File: config.mk
export PLATFORM = sky130hd
export DESIGN_NAME = scalar_mult_sequencer
export DESIGN_NICKNAME = d
export VERILOG_FILES = /design/src/rtl/scalar_mult_sequencer_pkg.sv /design/src/rtl/scalar_mult_sequencer_bit_walker.sv /design/src/rtl/scalar_mult_sequencer.sv
export SDC_FILE = /design/constraint.sdc
export NUM_CORES = 1
export LEC_CHECK = 0
export ABC_CLOCK_PERIOD_IN_PS = 9700
export CORE_MARGIN = 1.5
export CORE_UTILIZATION = 40
export DETAILED_ROUTE_END_ITERATION = 8
export PLACE_DENSITY = 0.69
export SLEW_MARGIN = 20
export SYNTH_ARGS = -nofsm -noshare
export SYNTH_HDL_FRONTEND = slang
export SYNTH_SLANG_ARGS = --single-unit
File: constraint.sdc
create_clock -name clk -period 9.7 [get_ports clk]
set_input_delay 1.94 -clock clk [delete_from_list [all_inputs] [get_ports clk]]
set_output_delay 1.94 -clock clk [all_outputs]
set_load 0.02 [all_outputs]
File: src/rtl/scalar_mult_sequencer_pkg.sv
// Shared constants and state encoding for the scalar-multiplication sequencer.
package scalar_mult_sequencer_pkg;

  // ALU opcodes driven on out_alu_state.
  localparam logic [1:0] OP_PRECAL = 2'd0;
  localparam logic [1:0] OP_DOUBLE = 2'd1;
  localparam logic [1:0] OP_DIVINV = 2'd2;
  localparam logic [1:0] OP_DIVMUL = 2'd3;

  // Field prime q = 2^255 - 19 and the inversion exponent q - 2 = 2^255 - 21.
  localparam logic [254:0] Q         = {{250{1'b1}}, 5'b01101};
  localparam logic [254:0] Q_MINUS_2 = Q - 255'd2;

  typedef enum logic [2:0] {
    S_IDLE,
    S_PRE,
    S_DBL,
    S_RINIT,
    S_INV,
    S_MUL,
    S_DONE
  } seq_state_e;

endpackage

File: src/rtl/scalar_mult_sequencer_bit_walker.sv
// MSB-first bit walker: an 8-bit index down-counter plus the registered
// keep/consecutive flags for the op currently in flight.
module scalar_mult_sequencer_bit_walker #(
  parameter int unsigned Width = 255
) (
  input  logic             clk,
  input  logic             rst,
  input  logic             load,
  input  logic             step,
  input  logic [7:0]       load_idx,
  input  logic [Width-1:0] bits,
  output logic [7:0]       idx,
  output logic             keep,
  output logic             cons
);

  logic [7:0] idx_q, idx_d, idx_m1;
  logic       keep_q, keep_d;
  logic       cons_q, cons_d;

  // Load the top index of a new phase, or step down one bit on each ready.
  always_comb begin
    idx_m1 = idx_q - 8'd1;
    idx_d  = idx_q;
    keep_d = keep_q;
    cons_d = cons_q;
    if (load) begin
      idx_d  = load_idx;
      keep_d = (load_idx != 8'd0);
      cons_d = bits[load_idx];
    end else if (step && (idx_q != 8'd0)) begin
      idx_d  = idx_m1;
      keep_d = (idx_m1 != 8'd0);
      cons_d = bits[idx_m1];
    end
  end

  // Index and flag registers; flags only move on load/step so they hold per op.
  always_ff @(posedge clk) begin
    if (rst) begin
      idx_q  <= 8'd0;
      keep_q <= 1'b0;
      cons_q <= 1'b0;
    end else begin
      idx_q  <= idx_d;
      keep_q <= keep_d;
      cons_q <= cons_d;
    end
  end

  assign idx  = idx_q;
  assign keep = keep_q;
  assign cons = cons_q;

endmodule

File: src/rtl/scalar_mult_sequencer.sv
// Turns one scalar-multiplication request into the ALU op stream:
// PRE-CAL, DOUBLE[+ADD] per scalar bit, DIV-INV per exponent bit, DIV-MUL.
module scalar_mult_sequencer
  import scalar_mult_sequencer_pkg::*;
#(
  parameter int unsigned SCALAR_W = 255,
  parameter int unsigned EXP_W    = 255
) (
  input  logic                clk,
  input  logic                rst,
  input  logic                in_start,
  input  logic [SCALAR_W-1:0] in_scalar,
  input  logic                in_alu_ready,
  output logic                out_alu_valid,
  output logic [1:0]          out_alu_state,
  output logic                out_alu_keep_flag,
  output logic                out_alu_consecutive_flag,
  output logic                out_r_init,
  output logic                out_busy,
  output logic                out_done
);

  localparam int unsigned WalkW = (SCALAR_W > EXP_W) ? SCALAR_W : EXP_W;

  seq_state_e          state_q, state_d;
  logic [SCALAR_W-1:0] k_q, k_d;
  logic                issue_q, issue_d;

  logic             wk_load, wk_step;
  logic [7:0]       wk_load_idx, wk_idx;
  logic             wk_keep, wk_cons;
  logic [WalkW-1:0] walk_bits;

  // Bit source for the walker: exponent from r_init onward, latched scalar before.
  always_comb begin
    walk_bits = '0;
    if ((state_q == S_RINIT) || (state_q == S_INV)) begin
      walk_bits[EXP_W-1:0] = Q_MINUS_2[EXP_W-1:0];
    end else begin
      walk_bits[SCALAR_W-1:0] = k_q;
    end
  end

  scalar_mult_sequencer_bit_walker #(
    .Width (WalkW)
  ) u_bit_walker (
    .clk      (clk),
    .rst      (rst),
    .load     (wk_load),
    .step     (wk_step),
    .load_idx (wk_load_idx),
    .bits     (walk_bits),
    .idx      (wk_idx),
    .keep     (wk_keep),
    .cons     (wk_cons)
  );

  // Next-state logic; issue_d marks the first cycle of the next op phase.
  always_comb begin
    state_d     = state_q;
    k_d         = k_q;
    issue_d     = 1'b0;
    wk_load     = 1'b0;
    wk_step     = 1'b0;
    wk_load_idx = 8'd0;
    unique case (state_q)
      S_IDLE: begin
        if (in_start) begin
          k_d     = in_scalar;
          state_d = S_PRE;
          issue_d = 1'b1;
        end
      end
      S_PRE: begin
        if (in_alu_ready) begin
          state_d     = S_DBL;
          issue_d     = 1'b1;
          wk_load     = 1'b1;
          wk_load_idx = 8'(SCALAR_W - 1);
        end
      end
      S_DBL: begin
        if (in_alu_ready) begin
          if (wk_idx == 8'd0) state_d = S_RINIT;
          else                wk_step = 1'b1;
        end
      end
      S_RINIT: begin
        state_d     = S_INV;
        issue_d     = 1'b1;
        wk_load     = 1'b1;
        wk_load_idx = 8'(EXP_W - 1);
      end
      S_INV: begin
        if (in_alu_ready) begin
          if (wk_idx == 8'd0) begin
            state_d = S_MUL;
            issue_d = 1'b1;
          end else begin
            wk_step = 1'b1;
          end
        end
      end
      S_MUL: begin
        if (in_alu_ready) state_d = S_DONE;
      end
      S_DONE: begin
        state_d = S_IDLE;
      end
      default: state_d = S_IDLE;
    endcase
  end

  // State, latched scalar and issue-pulse registers.
  always_ff @(posedge clk) begin
    if (rst) begin
      state_q <= S_IDLE;
      k_q     <= '0;
      issue_q <= 1'b0;
    end else begin
      state_q <= state_d;
      k_q     <= k_d;
      issue_q <= issue_d;
    end
  end

  // Outputs decoded from the current state; flags only visible in walking phases.
  always_comb begin
    out_alu_valid            = issue_q;
    out_alu_state            = OP_PRECAL;
    out_alu_keep_flag        = 1'b0;
    out_alu_consecutive_flag = 1'b0;
    out_r_init               = (state_q == S_RINIT);
    out_busy                 = (state_q != S_IDLE);
    out_done                 = (state_q == S_DONE);
    unique case (state_q)
      S_DBL: begin
        out_alu_state            = OP_DOUBLE;
        out_alu_keep_flag        = wk_keep;
        out_alu_consecutive_flag = wk_cons;
      end
      S_INV: begin
        out_alu_state            = OP_DIVINV;
        out_alu_keep_flag        = wk_keep;
        out_alu_consecutive_flag = wk_cons;
      end
      S_MUL:   out_alu_state = OP_DIVMUL;
      default: out_alu_state = OP_PRECAL;
    endcase
  end

endmodule

==> results.cfg <==
[timing]
max_freq_ghz = 0.240
finalHoldViolCount = 0
relSlewSlack = 0.276
setup_viol = 0
min_period_ps = 4160
tns_ps = 0
skew_ps = 8.61
worstMarginPinSlew_ps = 1090
grt_setup_unrepaired = false
fin_crit_sh = 0.429
whs_ps = 447
timing.final.max_slew_violations = 0

[run]
cap_violations = 0

[drt]
drtAntennaViolNets = 0
wl_mm = 32.9
avgRoutedWirePerCell_um = 16.5
route.detailed.drc = 0
viasPerCell = 5.20
first_pass_iters = 5
vias = 10388
drt_iter0_markers = 773

[pwr]
irDropWorstVdd_v = 0.000145
pwr-share-clk = 0.373
leakage_nw = 5.66
power_density_mw_per_mm2 = 204
intPower_mw = 2.26
switching_share = 0.289
switchingPower_uw = 921
power_frac_seq = 0.396
combPwrFrac = 0.230

[synth]
synth_top_area_share = 0.460
netlist_area_mm2 = 0.0117
synth_top_family_by_area = simple AND/OR/NAND/NOR gates
synthTopCellsByArea = dfxtp_1 (46%), nand2_1 (17%), mux4_2 (12%), a21oi_1 (11%), clkbuf_1 (2.9%)
synth-edff-count = 0
yosys_warnings = 0
synthMuxAreaShare = 0.137
synth_top_area_cell = dfxtp_1
synth_nets = 1659
ys_ff_latch = 269
yosysSeqAreaShare = 0.460
syn_area_per_cell_um2 = 8.38
ys.flop_type = dfxtp_1
async_reset_ff_frac = 0
synth_cells = 1398
synth_compound_area_frac = 0.140
synth_xor_area_frac = 0.0111
yosys.cell_types.count = 56
synth-simple-area-share = 0.206
synthAdderAreaFrac = 0.00214

[floorplan]
ios = 267
start_util = 0.407
dieArea_mm2 = 0.0303
die_y_um = 174
core_area_mm2 = 0.0288
row_count = 62
dieWidth_um = 174

[critical_path]
end_kind = output port
crit_arrival_ps = 2220
path_max_fanout = 13
worst-setup-path-type = flop to output port
cp-start-kind = flop
cp.required_ps = 7760

[place]
dp.final_hpwl_mm = 21.5
port_buffers = 266
place_area_mm2 = 0.0145
placedCellCount = 1942
gp_congestion = 0.793

[clock_network]
cts_num_sinks = 269
clock_tree.buffer_depth = 3
cts_tree = yes
ctsHoldBuffers = 0
root_buffer = clkbuf_16
htreeDepth = 1
post_cts_buffers = 0
path_clk_slew_ps = 60
ctsResizeCount = 0
clock_latency_ps = 540
cts-buffers-inserted = 29

[layout]
finish.utilization = 0.541
layout_commonest_cell = nand2_1
layout_common_cells = nand2_1 (540), dfxtp_1 (268), a21oi_1 (266)
area_delta_synth_final_pct = 32.9
design_area_mm2 = 0.0156
drive_above_1_share = 0.0875
nets = 1851
final_cells = 1997

[global_route]
grt_use_met3 = 0.0352
grt_pass1_wl_mm = 52.4
grt-ovfl-total = 0
grt_max_degree = 165
met1_usage = 0.292
grt_pass1_vias = 10238
busiest_layer = met2
gr-usage-all-layers = 0.213
antenna_found_initial = 1
use_met2 = 0.347

[worst_hold_path]
hold_path.class = flop to flop

[status]
status = complete, no violations
-- logic make-up (layout without fill, tap and decap cells) --
family / count (synthesis) / in the layout
buf+inv: 125 / 339
fa+ha+maj: 2 / 2
compound gates: 306 / 306
other cells: 0 / 1
xor+xnor: 14 / 14
flops: 269 / 269
simple gates: 607 / 607
mux: 75 / 75
-- power groups by stage --
stage / clock network (mW) / registers (mW) / logic [mW]
4_1_cts: 1.21 / 1.26 / 0.739
6_report: 1.19 / 1.26 / 0.733
5_1_grt: 1.25 / 1.27 / 0.806
3_5_place_dp: 0 / 1.29 / 0.735
3_3_place_gp: 0 / 1.28 / 0.725
2_1_floorplan: 0 / 1.27 / 0.490
-- per-stage QoR --
| stage | total power [mW] | setup slack (ps) |
|---|---|---|
| final | 3.18 | 5540 |
| after global routing | 3.33 | 5390 |
| after CTS | 3.21 | 5540 |
| after detailed placement | 2.02 | 5180 |
| after global placement | 2.01 | 5060 |
| after floorplan | 1.76 | 6380 |
-- metal layers --
layer | routed length, µm | vias up
met5 | 0 | -
met4 | 807 | 0
met1 | 14900 | 4860
met3 | 2040 | 56
met2 | 15100 | 341
li1 | - | 5131
-- synth_stat cells, types with 5 or more instances --
cell type  count
clkbuf_1      92
nand2_1      541
nor2_1        15
nor3_1        13
mux4_2        64
nand4_1        6
mux2i_1        6
buf_2         12
buf_1          6
a21oi_1      266
a211oi_1       6
a31oi_1        5
xnor2_1       10
dfxtp_1      269
inv_1          8
o21ai_0        6
-- final timing paths --
kind,depth (start not counted),slack [ps],endpoint,from
worst max-delay path,4,5540,out_alu_keep_flag,state_q[1]
worst min-delay path,2,450,k_q[6],k_q[6]
worst max register to register,9,5820,u_bit_walker.cons,u_bit_walker.idx[0]
worst min register to register,2,450,k_q[6],k_q[6]
-- critical path, cell delays in order (launching register included) --
cell and delay [ps]:
dfxtp_1 570, xnor2_1 140, nor2_1 160, and2_1 200, clkdlybuf4s50_1 620
-- final cells by class --
type	count	area [µm²]
Sequential cell	269	5390
Timing Repair Buffer	277	2790
Clock inverter	11	164
Multi-Input combinational cell	1004	5840
Tap cell	384	480
Fill cell	2589	13200
Antenna cell	1	2.50
Inverter	9	33.8
Clock buffer	42	876
-- sequential cells by signal (all words and copies together), names as in the netlist --
| signal | flops |
|---|---|
| k_q | 255 |
| out_alu_valid | 1 |
| state_q | 3 |
| u_bit_walker.cons | 1 |
| u_bit_walker.idx | 8 |
| u_bit_walker.keep | 1 |
(Power assumes the default switching activity.)
